## config.mk

```make
export PLATFORM = sky130hd
export DESIGN_NAME = sqrt_iter_ctrl
export DESIGN_NICKNAME = d
export VERILOG_FILES = /design/src/rtl/sqrt_iter_ctrl.sv
export SDC_FILE = /design/constraint.sdc
export NUM_CORES = 1
export LEC_CHECK = 0
export CAP_MARGIN = 20
export CORE_AREA = 2 2 39 41
export DETAILED_ROUTE_END_ITERATION = 10
export DIE_AREA = 0 0 41 43
export PLACE_DENSITY_LB_ADDON = 0.2
export SETUP_SLACK_MARGIN = 0.02
export SYNTH_ARGS = -nofsm -noshare
export SYNTH_HDL_FRONTEND = slang
export SYNTH_SLANG_ARGS = --single-unit
export TNS_END_PERCENT = 5
```

## constraint.sdc

```tcl
create_clock -name clk -period 1.4 [get_ports clk]
set_input_delay 0.28 -clock clk [delete_from_list [all_inputs] [get_ports clk]]
set_output_delay 0.28 -clock clk [all_outputs]
set_load 0.05 [all_outputs]
```

## src/rtl/sqrt_iter_ctrl.sv

```systemverilog
`default_nettype none
// ============================================================================
// Module : sqrt_iter_ctrl
// Desc   : Sequencer for an iterative integer square-root datapath, one
//          radicand bit-pair per cycle. Optional macro: SQRT_ZERO_BYPASS_EN.
// Rev    : 1.0
// ============================================================================
module sqrt_iter_ctrl #(
  parameter int DATA_WIDTH = 16,
  parameter int CNT_W      = 3
) (
  input  logic             clk,
  input  logic             rst_n,
  input  logic             in_valid_i,
  output logic             in_ready_o,
  output logic             out_valid_o,
  input  logic             out_ready_i,
  input  logic             zero_i,
  output logic             wr_input_o,
  output logic             clr_acc_o,
  output logic             en_step_o,
  output logic [CNT_W-1:0] iter_idx_o,
  output logic             wr_result_o,
  output logic             busy_o
);

  localparam int               ITER_N   = DATA_WIDTH / 2;
  localparam logic [CNT_W-1:0] LAST_CNT = CNT_W'(ITER_N - 1);

  typedef enum logic [2:0] {
    S_IDLE = 3'b000,
    S_LOAD = 3'b001,
    S_ITER = 3'b011,
    S_WB   = 3'b010,
    S_DONE = 3'b110
  } state_t;

  state_t           r_state;
  state_t           w_state_nxt;
  logic [CNT_W-1:0] r_cnt;
  logic [CNT_W-1:0] w_cnt_nxt;
  logic             w_zero_skip;

`ifdef SQRT_ZERO_BYPASS_EN
  assign w_zero_skip = zero_i;
`else
  logic w_unused_zero;
  assign w_unused_zero = zero_i;
  assign w_zero_skip   = 1'b0;
`endif

  always_ff @(posedge clk or negedge rst_n) begin
    if (!rst_n) begin
      r_state <= S_IDLE;
      r_cnt   <= '0;
    end else begin
      r_state <= w_state_nxt;
      r_cnt   <= w_cnt_nxt;
    end
  end

  always_comb begin
    w_state_nxt = r_state;
    w_cnt_nxt   = r_cnt;
    in_ready_o  = 1'b0;
    out_valid_o = 1'b0;
    wr_input_o  = 1'b0;
    clr_acc_o   = 1'b0;
    en_step_o   = 1'b0;
    iter_idx_o  = '0;
    wr_result_o = 1'b0;
    busy_o      = 1'b0;

    case (r_state)
      S_IDLE: begin
        in_ready_o = 1'b1;
        wr_input_o = in_valid_i;
        if (in_valid_i) w_state_nxt = S_LOAD;
      end
      S_LOAD: begin
        busy_o      = 1'b1;
        clr_acc_o   = 1'b1;
        w_cnt_nxt   = '0;
        w_state_nxt = w_zero_skip ? S_WB : S_ITER;
      end
      S_ITER: begin
        busy_o     = 1'b1;
        en_step_o  = 1'b1;
        // MSB bit-pair is retired first
        iter_idx_o = LAST_CNT - r_cnt;
        if (r_cnt == LAST_CNT) begin
          w_cnt_nxt   = '0;
          w_state_nxt = S_WB;
        end else begin
          w_cnt_nxt = r_cnt + CNT_W'(1);
        end
      end
      S_WB: begin
        busy_o      = 1'b1;
        wr_result_o = 1'b1;
        w_state_nxt = S_DONE;
      end
      S_DONE: begin
        busy_o      = 1'b1;
        out_valid_o = 1'b1;
        if (out_ready_i) w_state_nxt = S_IDLE;
      end
      default: begin
        w_state_nxt = S_IDLE;
        w_cnt_nxt   = '0;
      end
    endcase
  end

endmodule
`default_nettype wire

```

* After elaboration in Yosys (flattened, before gate mapping)
Index checks and enable logic that the tools add are counted.
** Cells by class
- $add $sub $neg :: 2
- $mul :: 0
- Divide/modulo/power cells :: 0
- Magnitude comparators :: 0
- Eq/ne operators :: 8
- Shift-type cells :: 0
- Multiplexer cells :: 14
- Bitwise logic cells :: 0
- Reductions and logical operators :: 4
** Operators with widths (number)
- $mux W3 :: 5
- $pmux W3 S5 :: 1
- $mux W1 :: 7
- $eq A3 B2 Y1 const B :: 2
- $eq A3 B3 Y1 const B :: 2
- $ne A2 B2 Y1 const B :: 3
- $pmux W3 S2 :: 1
- $reduce_or A4 Y1 :: 1
- $add A3 B1 Y3 const B :: 1
- $eq A3 B1 Y1 const B :: 1
- $logic_not A3 Y1 :: 1
- $reduce_and A3 Y1 :: 1
- $reduce_or A3 Y1 :: 1
- $sub A3 B3 Y3 const A :: 1
** Word-level totals
- Register bits :: 6
- Latch bits :: 0
- Memory bits (writable) :: 0
- Bits in read-only memories :: 0
- Input bits :: 5
- Logic and storage cells :: 30
- Memories kept :: 0

* Logic depth before layout (Yosys ltp)
- Depth after elaboration :: 3
- Depth in mapped cells :: 5

* Worst setup path before layout
OpenSTA, ideal clock, no wires.
- Path kind :: register to output
- Start :: reg r_state[2]
- End :: out in_ready_o
- Arrival :: 1.681 ns
- Data required time :: 1.120 ns
- Slack :: -0.561 ns
- Cell stages (with the launch flop) :: 3
- Path buffers :: 1
- Path through :: dfrtp_1 buf_2 nor3_1
** Between the ends
- Word-level cells in the longest chain between the ends :: 2
** Ends and longest elaborated chain
- from (decl) :: RTL line 38 : state_t r_state;
- from (signal assigned) :: RTL line 57 : r_state <= w_state_nxt;
- $logic_not A3 Y1 :: RTL line 74 : case (r_state)
- $mux W1 :: RTL line 74
- to (decl) :: RTL line 15 : output logic in_ready_o,
No other way between the ends.

* Worst setup path in the final report
- Start :: reg r_state[2]
- End :: out iter_idx_o[0]
** Between the ends
- Word-level cells in the longest chain between the ends :: 2
** Ends and longest elaborated chain
- $eq A3 B2 Y1 :: RTL line 74
- $mux W3 :: RTL line 74
- to (decl) :: RTL line 22 : output logic [CNT_W-1:0] iter_idx_o,
No other way between the ends.

==> results.cfg <==
[run_status]
outcome = finished with violations
failed_checks = negative setup slack

[clock_network]
cts_made_buffers = 3
cts_buffer_depth = 2
clk_pin_slew_worst_paths_ns = 0.04
insertion_delay_ns = 0.23
htreeDepth = 1
cts_tree = built
clock_sinks = 6
cts_root_buf = clkbuf_4

[timing]
period_needed_ns = 1.50
maxSlewHeadroom_pct = 82.0
fmax_mhz = 668
fin_worst_skew_ns = 0.00133
min_period_over_period_pct = 107
setup_slack_ns = -0.0976
hold_violations = 0
rsz0062_at_grt = true
final-setup-viol-count = 10
fin_tns_setup_ns = -0.742
slew_viol_final = 0
worst_pin_slew_ns = 0.267

[synth]
synth_top_family_by_area = simple AND/OR/NAND/NOR gates
synth.mux.area_fraction_pct = 0
ys_seq_elements = 6
synth_area_um2 = 390
synth_simple_gate_area_share_pct = 30.4
syn_area_per_cell_um2 = 9.08
synth_compound_area_share_pct = 17.6
synth-seq-area-share_pct = 38.5
synth_fa_ha_area_share_pct = 6.41
synthesis.instances = 43
synth_nets = 50
yosysWarnings = 0
synth_xor_area_share_pct = 0
ys_types = 20

[drt]
drtIter0Drc = 1
wl_per_cell_um = 11.1
drt-pass1-iter-count = 2
routed_via_density = 4.64
drt-total-wl_um = 954
drc = 0
dr_total_vias = 399
ant_nets = 0

[setup_path]
arrival_ns = 1.22
critPathKind = reg -> out
cp-start-kind = register
cp.required_ns = 1.12
ff2ff_setup_slack_ns = 0.12
slowest_delay_ns = 0.45
crit_family = flip-flops
worstSetupStartpoint = r_state[2]$_DFFE_PN0P_
end_kind = output port
critPathSlowestCell = dfrtp_2
crit_fanout = 8
r2r_start = r_cnt[1]$_DFFE_PN0N_
r2r_cells = 3
reg2reg_to = r_cnt[0]$_DFFE_PN0N_
crit_chain = buf_4 -> nor3_4 -> buf_12
worst-path-buf-inv = 2

[layout]
area_growth_pct = 109
seqCellArea_um2 = 154
final_common_cell = buf_4
multi_input_area_um2 = 278
antennaDiodeCount = 0
drive_gt1_share_pct = 62.9
fill_cells = 128
mostFrequentLayoutCells = buf_4, buf_12, nor3_4, o21ai_1
fin_nets = 79

[flow_run]
max_cap_viol_count = 0

[floorplan]
die-area_um2 = 1760
rows = 14
pin_count = 15
die-width_um = 41
initial_utilization_pct = 28.2
fp.dieH_um = 43
coreArea_um2 = 1380

[global_routing]
grt_max_degree = 9
grt_pass1_vias = 383
grt_pass1_wl_um = 1680
grt_overflow = 0
grt_usage_pct = 14.8
antenna_found_initial = 0

[hold_path]
hold_path_class = in -> async

[place]
place_congestion = 0.798
portBuffers = 13
dp_hpwl_um = 669
dp_slack_ns = -0.0816
-- registers in the layout (all words and copies together), names as in the netlist --
| name | cells |
|---|---|
| r_cnt | 3 |
| r_state | 3 |
-- worst max path at each step --
stage	to	depth (start not counted)	slack, ns
after floorplan	in_ready_o	2	-0.16
after global placement	wr_input_o	4	-0.07
after detailed placement	wr_input_o	4	-0.08
after CTS	busy_o	4	-0.10
after global routing	in_ready_o	3	-0.15
final	iter_idx_o[0]	3	-0.1
-- cell usage after synthesis --
cell type / instances / area share (%)
dfrtp_1: 6 / 38
nor2_1: 4 / 3.8
nor3_1: 4 / 5.1
o21ai_1: 4 / 5.1
and2_1: 3 / 4.8
nand2_1: 3 / 2.9
a21oi_1: 2 / 2.6
buf_6: 2 / 5.8
ha_1: 2 / 6.4
nand2b_1: 2 / 3.2
nor2b_1: 2 / 3.2
a21oi_2: 1 / 2.2
a31oi_1: 1 / 1.6
and2b_4: 1 / 2.6
buf_2: 1 / 1.3
nand2_2: 1 / 1.6
nand3_1: 1 / 1.3
nor3b_1: 1 / 1.9
o21a_1: 1 / 1.9
o41ai_2: 1 / 4.2
-- layer usage --
metal / global-route usage, % / vias to the layer above / share of wire, %
li1: - / 207 / -
met1: 20.1 / 184 / 44
met2: 19.4 / 6 / 54
met3: 3.14 / 2 / 1.6
met4: 12.0 / 0 / 0.84
met5: 0 / - / 0
-- through the flow --
| stage | instance area [µm²] | util (%) | hold slack [ns] | cells |
|---|---|---|---|---|
| after global routing | 817 | 59.0 | 0.273 | 86 |
| final | 817 | 59.0 | 0.271 | 86 |
| after detailed placement | 693 | 50.1 | 0.524 | 77 |
| after floorplan | 410 | - | -0.0156 | 43 |
| after CTS | 797 | 57.6 | 0.266 | 85 |
| after global placement | 693 | 50.1 | 0.523 | 77 |
-- cells by family (layout without fill, tap and decap cells) --
group / after synthesis / count (layout)
adder cells (fa/ha/maj): 2 / 2
flip-flops: 6 / 6
AO/OA/AOI/OAI: 10 / 10
AND/OR/NAND/NOR: 22 / 22
buffers and inverters: 3 / 30
-- repair_timing --
| action | CTS | global route |
|---|---|---|
| pin swaps | 4 | 2 |
| hold buffers | 0 | 0 |
| endpoints found under the setup margin | 10 | 10 |
| buffers inserted | 5 | 1 |
| gates resized for setup | 14 | 4 |
-- layout make-up --
type | count | area share (%)
clock buffers | 3 | 2.76
multi-input cells | 34 | 34.0
flip-flops and latches | 6 | 18.8
well taps | 16 | 2.45
repair buffers | 27 | 42.0
Power is left out: the tool's default activity adds up to more than one toggle a clock period on the data nets, which glitch-free logic cannot reach.
